## src/rtl/bcd_pulse_gen.sv

```systemverilog
// Loads a BCD count and emits that many active-low pulses on P_n, counting REM down
// one BCD step on every falling edge of P_n. All outputs are registered.
module bcd_pulse_gen #(
  parameter int DIGITS     = 2,
  parameter int PULSE_LOW  = 1,
  parameter int PULSE_HIGH = 1
) (
  input  logic                CP,
  input  logic                R0,
  input  logic                LD,
  input  logic                STOP,
  input  logic [4*DIGITS-1:0] D,
  output logic                P_n,
  output logic [4*DIGITS-1:0] REM,
  output logic                BUSY,
  output logic                DONE,
  output logic                ERR
);

  localparam int W    = 4 * DIGITS;
  localparam int TMAX = (PULSE_LOW > PULSE_HIGH) ? PULSE_LOW : PULSE_HIGH;
  localparam int TW   = (TMAX > 1) ? $clog2(TMAX) : 1;
  localparam logic [TW-1:0] LOW_LAST  = TW'(PULSE_LOW - 1);
  localparam logic [TW-1:0] HIGH_LAST = TW'(PULSE_HIGH - 1);

  typedef enum logic [1:0] {IDLE, LOW, HIGH, FIN} state_t;

  state_t        state_reg, state_next;
  logic [TW-1:0] timer_reg, timer_next;
  logic [W-1:0]  rem_reg, rem_next;
  logic          p_n_reg, p_n_next;
  logic          busy_reg, busy_next;
  logic          done_reg, done_next;
  logic          err_reg, err_next;

  // One shared BCD decrementer: fed from D on a load, from REM while running.
  logic [W-1:0]      dec_src;
  logic [W-1:0]      dec_out;
  logic [DIGITS:0]   borrow;
  logic [DIGITS-1:0] digit_bad;

  assign dec_src   = (state_reg == HIGH) ? rem_reg : D;
  assign borrow[0] = 1'b1;

  genvar gi;
  generate
    for (gi = 0; gi < DIGITS; gi++) begin : g_digit
      logic [3:0] dig;
      assign dig            = dec_src[4*gi +: 4];
      assign digit_bad[gi]  = (D[4*gi +: 4] > 4'd9);
      assign borrow[gi+1]   = borrow[gi] && (dig == 4'd0);
      assign dec_out[4*gi +: 4] = !borrow[gi]    ? dig :
                                  (dig == 4'd0)  ? 4'd9 : dig - 4'd1;
    end
  endgenerate

  always_comb begin
    state_next = state_reg;
    timer_next = timer_reg;
    rem_next   = rem_reg;
    p_n_next   = 1'b1;
    busy_next  = 1'b0;
    done_next  = 1'b0;
    err_next   = 1'b0;
    case (state_reg)
      IDLE, FIN: begin
        state_next = IDLE;
        timer_next = '0;
        if (LD) begin
          if (|digit_bad) begin
            err_next = 1'b1;
          end else if (D == '0) begin
            state_next = FIN;
            rem_next   = '0;
            done_next  = 1'b1;
          end else begin
            state_next = LOW;
            rem_next   = dec_out;
            p_n_next   = 1'b0;
            busy_next  = 1'b1;
          end
        end
      end
      LOW: begin
        busy_next = 1'b1;
        if (STOP) begin
          state_next = IDLE;
          timer_next = '0;
          busy_next  = 1'b0;
        end else if (timer_reg == LOW_LAST) begin
          state_next = HIGH;
          timer_next = '0;
        end else begin
          timer_next = timer_reg + 1'b1;
          p_n_next   = 1'b0;
        end
      end
      HIGH: begin
        busy_next = 1'b1;
        if (STOP) begin
          state_next = IDLE;
          timer_next = '0;
          busy_next  = 1'b0;
        end else if (timer_reg == HIGH_LAST) begin
          timer_next = '0;
          if (rem_reg != '0) begin
            // REM steps on the same edge that P_n falls
            state_next = LOW;
            rem_next   = dec_out;
            p_n_next   = 1'b0;
          end else begin
            state_next = FIN;
            busy_next  = 1'b0;
            done_next  = 1'b1;
          end
        end else begin
          timer_next = timer_reg + 1'b1;
        end
      end
      default: begin
        state_next = IDLE;
        timer_next = '0;
      end
    endcase
  end

  always_ff @(posedge CP or posedge R0) begin
    if (R0) begin
      state_reg <= IDLE;
      timer_reg <= '0;
      rem_reg   <= '0;
      p_n_reg   <= 1'b1;
      busy_reg  <= 1'b0;
      done_reg  <= 1'b0;
      err_reg   <= 1'b0;
    end else begin
      state_reg <= state_next;
      timer_reg <= timer_next;
      rem_reg   <= rem_next;
      p_n_reg   <= p_n_next;
      busy_reg  <= busy_next;
      done_reg  <= done_next;
      err_reg   <= err_next;
    end
  end

  assign P_n  = p_n_reg;
  assign REM  = rem_reg;
  assign BUSY = busy_reg;
  assign DONE = done_reg;
  assign ERR  = err_reg;

endmodule

```

## config.mk

```make
export PLATFORM = sky130hd
export DESIGN_NAME = bcd_pulse_gen
export DESIGN_NICKNAME = d
export VERILOG_FILES = /design/src/rtl/bcd_pulse_gen.sv
export SDC_FILE = /design/constraint.sdc
export NUM_CORES = 1
export LEC_CHECK = 0
export CORE_MARGIN = 2
export CORE_UTILIZATION = 40
export CTS_CLUSTER_SIZE = 10
export DETAILED_ROUTE_END_ITERATION = 6
export PLACE_DENSITY = 0.67
export SKIP_CTS_REPAIR_TIMING = 1
export SYNTH_ARGS = -nofsm -noshare
export SYNTH_HDL_FRONTEND = slang
export SYNTH_SLANG_ARGS = --single-unit
```

## constraint.sdc

```tcl
create_clock -name CP -period 3.1 [get_ports CP]
set_input_delay 0.465 -clock CP [delete_from_list [all_inputs] [get_ports CP]]
set_output_delay 0.465 -clock CP [all_outputs]
set_load 0.03 [all_outputs]
```

==> results.md, run 1 <==
- Clock Tree Root: clkbuf_4
- Reg power frac: 39.6%
- Via/cell ratio: 5.77
- Sequential fraction of the synthesis area: 36.3%
- Flop2flop setup slack: 500 ps
- Layout cell share with drive strength beyond 1: 13.0%
- Post-DRT Antenna Nets: 0
- R2R depth: 9
- CP arrival: 2790 ps
- Core area: 2250 µm²
- IO Pins: 24
- Initial antenna violation count: 0
- Largest net degree at the start of global routing: 15
- Design area: 1270 µm²
- Post-Synthesis Cells: 96
- Post-DP Area: 1240 µm²
- Logic pwr share: 39.7%
- Reg2reg start: state_reg[0]$_DFF_PP0_
- Crit path capture type: flop
- Final hold vios: 0
- Cell Area, Synth: 970 µm²
- Skew final: 5.58 ps
- Setup crit start kind: flop
- Port bufs: 23
- Fin. max-slew vios: 0
- Die Ht: 53.2 µm
- # DRC: 0
- Synthesized area per cell: 10.1 µm²
- Synth area leaders: dfrtp_1 (34%), ha_1 (6.5%), mux2i_1 (4.1%)
- Clock power share: 20.7%
- Required time worst endpoint: 3280 ps
- CTS tree: done
- Global-route wire length before repair: 4.11 mm
- #FFs+latches synth: 14
- Power Density: 520 nW/µm²
- Min cycle time layout: 2600 ps
- Peak VDD IR: 0.286 mV
- Crit Reg-Reg Endpoint: REM[5]$_DFFE_PP0P_
- Switch share: 38.1%
- Yosys warnings: 0
- Fmax: 384 MHz
- Sw Pwr: 0.252 mW
- Most common cell after layout, fill and taps aside: clkdlybuf4s50_1
- Via Count: 871
- Worst-skew pair later-pin latency: 290 ps
- Critical Path Fanout Max: 4
- CTS max path bufs: 2
- Slew HR: 62.5%
- Die area: 2830 µm²
- CTS clk-pin slew, worst paths: 90 ps
- Sink Count: 14
- Synth cell types: 39
- Max reg flops: 8
- Total congestion overflow: 0
- DR pass1 iterations: 4
- Syn-to-layout area delta: 31.2%
- Final Net Count: 141
- Row count: 17
- Worst min path class: input port to asynchronous set/reset pin
- Leak: 0.514 nW
- RSZ-0062 raised after global routing: false
- Syn Nets: 113
- Antenna Cells: 0
- Number of global-route vias before repair: 894
- Final number of setup-violating endpoints: 0
- DP Wirelength: 1.80 mm
- Maxcap violations: 0
- DR iter-0 viols: 17
- Synth top area share: 33.5%
- Setup CP Type: flop to flop
- Worst-Margin Slew: 561 ps
- Die Wd: 53.2 µm
- Most frequent cells in the layout: clkdlybuf4s50_1 (23), dfrtp_1 (13), o21ai_0 (8)
- Cell Int Power: 0.410 mW
- GRT Total Usage: 20.2%
- Tcrit/Tclk final: 84.0%
- Wire per inst: 15.8 µm
- Cts bufs inserted: 3
- Fin Setup TNS: 0 ps
- Starting density of the core: 43.0%
- Status: finished, final reports clean
- Area leader, netlist: dfrtp_1
- Routed WL: 2.39 mm
- H-Tree Depth: 1
- GPL Wtd Cong: 0.805
## how the worst max path moves through the flow
stage / end / cells after the start / startpoint / slack (ps)
after floorplan: REM[5]$_DFFE_PP0P_ / 11 / state_reg[0]$_DFF_PP0_ / 430
after global placement: REM[5]$_DFFE_PP0P_ / 8 / D[0] / 490
after detailed placement: REM[5]$_DFFE_PP0P_ / 8 / D[0] / 450
after CTS: REM[5]$_DFFE_PP0P_ / 9 / state_reg[0]$_DFF_PP0_ / 490
after global routing: REM[5]$_DFFE_PP0P_ / 9 / state_reg[0]$_DFF_PP0_ / 390
final: REM[5]$_DFFE_PP0P_ / 9 / state_reg[0]$_DFF_PP0_ / 500
## layout make-up
type / count / area [µm²]
well taps: 28 / 35.0
clock buffers: 4 / 36.3
multi-input cells: 73 / 574
fillers: 216 / 982
flip-flops and latches: 14 / 352
repair buffers: 26 / 253
inverters: 6 / 22.5
## logic make-up (layout without fill, tap and decap cells)
kind of cell,Yosys count,count (layout),synth area share (%)
compound gates,32,32,23.1
simple gates,24,24,16.0
flops,14,14,36.3
mux,10,10,11.9
buf+inv,9,36,4.52
fa+ha+maj,5,5,6.45
xor+xnor,2,2,1.81
## critical path, stage by stage, from the launching register on
cell	delay, ps
dfrtp_1	400
inv_1	70
ha_1	270
mux2_2	380
inv_1	90
ha_1	160
or4bb_1	520
a21oi_2	240
mux2i_1	100
mux2_4	270
## synthesized netlist by cell type
cell type and number:
o31ai_1 4, xnor2_1 1, and3_1 1, mux2i_1 4
ha_1 5, mux2_1 3, or4_4 2, a21oi_2 1
xor2_1 1, a21boi_0 1, o41ai_1 3, a31oi_1 2
inv_1 6, mux2_2 1, o21ai_1 2, o32a_1 1
o21bai_1 1, or4b_4 1, a21boi_1 1, or2_1 1
dfrtp_1 13, o21ai_0 8, or4bb_1 1, nor4_1 3
o31ai_4 1, nor2b_1 2, a21oi_1 5, buf_6 1
mux2_4 2, or4_1 2, buf_2 2, o31a_1 1
dfstp_2 1, nor3_1 1, a32oi_1 1, nand3_1 1
nor2_1 2, nand2_1 5, or3_1 2
## routing by layer
layer,global-route usage [%],up-vias,share of wire [%]
met4,12.0,0,2.2
met2,32.7,15,48
met5,0,-,0
met3,2.82,4,3.0
li1,-,424,-
met1,25.3,428,47
## power by group through the flow
| stage | logic, mW | clock network, mW | registers, mW |
|---|---|---|---|
| global placement | 0.262 | 0 | 0.262 |
| finish | 0.263 | 0.137 | 0.262 |
| global route | 0.282 | 0.148 | 0.268 |
| detailed placement | 0.263 | 0 | 0.265 |
| CTS | 0.264 | 0.143 | 0.261 |
| floorplan | 0.0991 | 0 | 0.317 |
## through the flow
step	util, %	power, mW	cells	setup slack [ps]	hold WS, ps
floorplan	-	0.417	96	432	354
global placement	54.8	0.524	147	488	575
detailed placement	54.8	0.528	147	448	580
CTS	56.4	0.668	151	486	524
global route	56.4	0.698	151	388	588
finish	56.4	0.662	151	496	512
Power figures use the tool's default switching activity.
==> run 2: changes to the inputs <==
==> constraint.sdc (replaced) <==
create_clock -name CP -period 2.45 [get_ports CP]
set_input_delay 0.3675 -clock CP [delete_from_list [all_inputs] [get_ports CP]]
set_output_delay 0.3675 -clock CP [all_outputs]
set_load 0.03 [all_outputs]
==> results.md, run 2 (synthesis gave the netlist of run 1 again) <==
- Status: finished, final reports clean (unchanged)
- DP Wirelength: 1.79 mm (was 1.80 mm)
- Slew HR: 63.8% (was 62.5%)
- Finished Core Util: 58.3% (was 56.4%)
- Sw Pwr: 0.318 mW (was 0.252 mW)
- GRT Total Usage: 18.7% (was 20.2%)
- Setup ws final: 126 ps (was 496 ps)
- Total congestion overflow: 0 (unchanged)
- Clock power share: 20.2% (was 20.7%)
- Flop2flop setup slack: 130 ps (was 500 ps)
- Largest net degree at the start of global routing: 15 (unchanged)
- Design area: 1320 µm² (was 1270 µm²)
- Cts bufs inserted: 3 (unchanged)
- Via/cell ratio: 5.54 (was 5.77)
- Post-DRT Antenna Nets: 0 (unchanged)
- Die area: 2830 µm² (unchanged)
- DP Worst Slack: -3.32 ps (was 448 ps)
- Layout cell share with drive strength beyond 1: 16.8% (was 13.0%)
- Critical Path Fanout Max: 4 (unchanged)
- CTS tree: done (unchanged)
- Worst-path cell chain: inv_1 -> ha_4 -> mux2_4 -> inv_2 -> ha_1 -> or4b_4 -> a21oi_4 -> mux2i_1 -> mux2_4 (was inv_1 -> ha_1 -> mux2_2 -> inv_1 -> ha_1 -> or4bb_1 -> a21oi_2 -> mux2i_1 -> mux2_4)
- Final Hold Slack: 419 ps (was 512 ps)
- Skew final: 1.13 ps (was 5.58 ps)
- Setup CP Type: flop to flop (unchanged)
- Critical Path Max Stage Delay: 480 ps (was 520 ps)
- Logic pwr share: 40.3% (was 39.7%)
- Antenna Cells: 0 (unchanged)
- Area of the multi-input gates: 602 µm² (was 574 µm²)
- Worst min path class: input port to asynchronous set/reset pin (unchanged)
- Worst-skew pair later-pin latency: 280 ps (was 290 ps)
- Min cycle time layout: 2320 ps (was 2600 ps)
- Peak VDD IR: 0.468 mV (was 0.286 mV)
- Cell Int Power: 0.524 mW (was 0.410 mW)
- Tcrit/Tclk final: 94.9% (was 84.0%)
- RSZ-0062 raised after global routing: false (unchanged)
- CTS clk-pin slew, worst paths: 90 ps (about the same)
- DR iter-0 viols: 11 (was 17)
- # DRC: 0 (unchanged)
- Syn-to-layout area delta: 35.6% (was 31.2%)
- Max reg flops: 8 (unchanged)
- Initial antenna violation count: 0 (unchanged)
- Placed Cells incl. Taps: 148 (was 147)
- CP most frequent cell: mux2_4
- CTS max path bufs: 2 (unchanged)
- Port bufs: 23 (unchanged)
- Routed WL: 2.32 mm (was 2.39 mm)
- Most common cell after layout, fill and taps aside: clkdlybuf4s50_1 (unchanged)
- Fin. max-slew vios: 0 (unchanged)
- Via Count: 848 (was 871)
- Fillers: 217 (was 216)
- Required time worst endpoint: 2620 ps (was 3280 ps)
- IO Pins: 24 (unchanged)
- Number of global-route vias before repair: 868 (was 894)
- CP arrival: 2500 ps (was 2790 ps)
- H-Tree Depth: 1 (unchanged)
- Maxcap violations: 0 (unchanged)
- Starting density of the core: 43.0% (unchanged)
- Fmax: 430 MHz (was 384 MHz)
- Wire per inst: 15.1 µm (was 15.8 µm)
- Sink Count: 14 (unchanged)
- Global-route wire length before repair: 3.80 mm (was 4.11 mm)
- Die Wd: 53.2 µm (unchanged)
- Final hold vios: 0 (unchanged)
- Setup crit start kind: flop (unchanged)
- Post-DP Area: 1260 µm² (was 1240 µm²)
- Post-Layout Cell Count: 153 (was 151)
- Worst-Margin Slew: 543 ps (was 561 ps)
- Clock Tree Root: clkbuf_4 (unchanged)
- Crit path capture type: flop (unchanged)
- Core area: 2250 µm² (unchanged)
- Leak: 0.529 nW (was 0.514 nW)
- Row count: 17 (unchanged)
- DR pass1 iterations: 3 (was 4)
- Final Net Count: 143 (was 141)
- Die Ht: 53.2 µm (unchanged)
- Switch share: 37.8% (was 38.1%)
- Most frequent cells in the layout: clkdlybuf4s50_1 (23), dfrtp_1 (13), o21ai_0 (8) (unchanged)
- GPL Wtd Cong: 0.841 (was 0.805)
- Reg power frac: 39.5% (was 39.6%)
- Slowest-stage cell, CP: or4b_4 (was or4bb_1)
- Register area: 352 µm² (unchanged)
- Final number of setup-violating endpoints: 0 (unchanged)
- Power Density: 640 nW/µm² (was 520 nW/µm²)
## run 2: final cells by class
cell class / instances / share of cell area (%)
repair buffers: 28 / 20.4
clock buffers: 4 / 2.76
flip-flops and latches: 14 / 26.7
multi-input cells: 73 / 45.8
well taps: 28 / 2.66
inverters: 6 / 1.71
## run 2: stage by stage
stage | total power [mW] | TNS (ps)
finish | 0.842 | 0
global route | 0.888 | 0
detailed placement | 0.674 | -3.32
floorplan | 0.531 | -1.51
CTS | 0.847 | 0
global placement | 0.669 | 0
## run 2: worst max-delay path: cells and delay by family, from the launching register on
family | cells | cell delay (ps)
compound gates | 1 | 200
mux | 3 | 680
fa+ha+maj | 2 | 320
flops | 1 | 390
buf+inv | 2 | 150
simple gates | 1 | 480
## run 2: worst paths after layout
kind / startpoint / endpoint / depth (start not counted)
max reg2reg: state_reg[0]$_DFF_PP0_ / REM[5]$_DFFE_PP0P_ / 9
min reg2reg: REM[7]$_DFFE_PP0P_ / REM[7]$_DFFE_PP0P_ / 2
max: state_reg[0]$_DFF_PP0_ / REM[5]$_DFFE_PP0P_ / 9
min in group CP: REM[7]$_DFFE_PP0P_ / REM[7]$_DFFE_PP0P_ / 2
min: R0 / REM[6]$_DFFE_PP0P_ / 2
max in group asynchronous: R0 / P_n$_DFF_PP1_ / 2
## run 2: power groups by stage
stage,sequential (mW),combinational (mW),clock [mW]
finish,0.332,0.340,0.170
global route,0.340,0.362,0.186
CTS,0.332,0.339,0.176
detailed placement,0.337,0.337,0
global placement,0.334,0.335,0
floorplan,0.403,0.128,0
## run 2: layer usage
layer | wire length (µm) | global-route usage [%] | vias to the layer above
li1 | - | - | 429
met5 | 0 | 0 | -
met4 | 13 | 7.26 | 0
met1 | 1050 | 22.1 | 405
met3 | 62 | 3.67 | 2
met2 | 1190 | 32.7 | 12
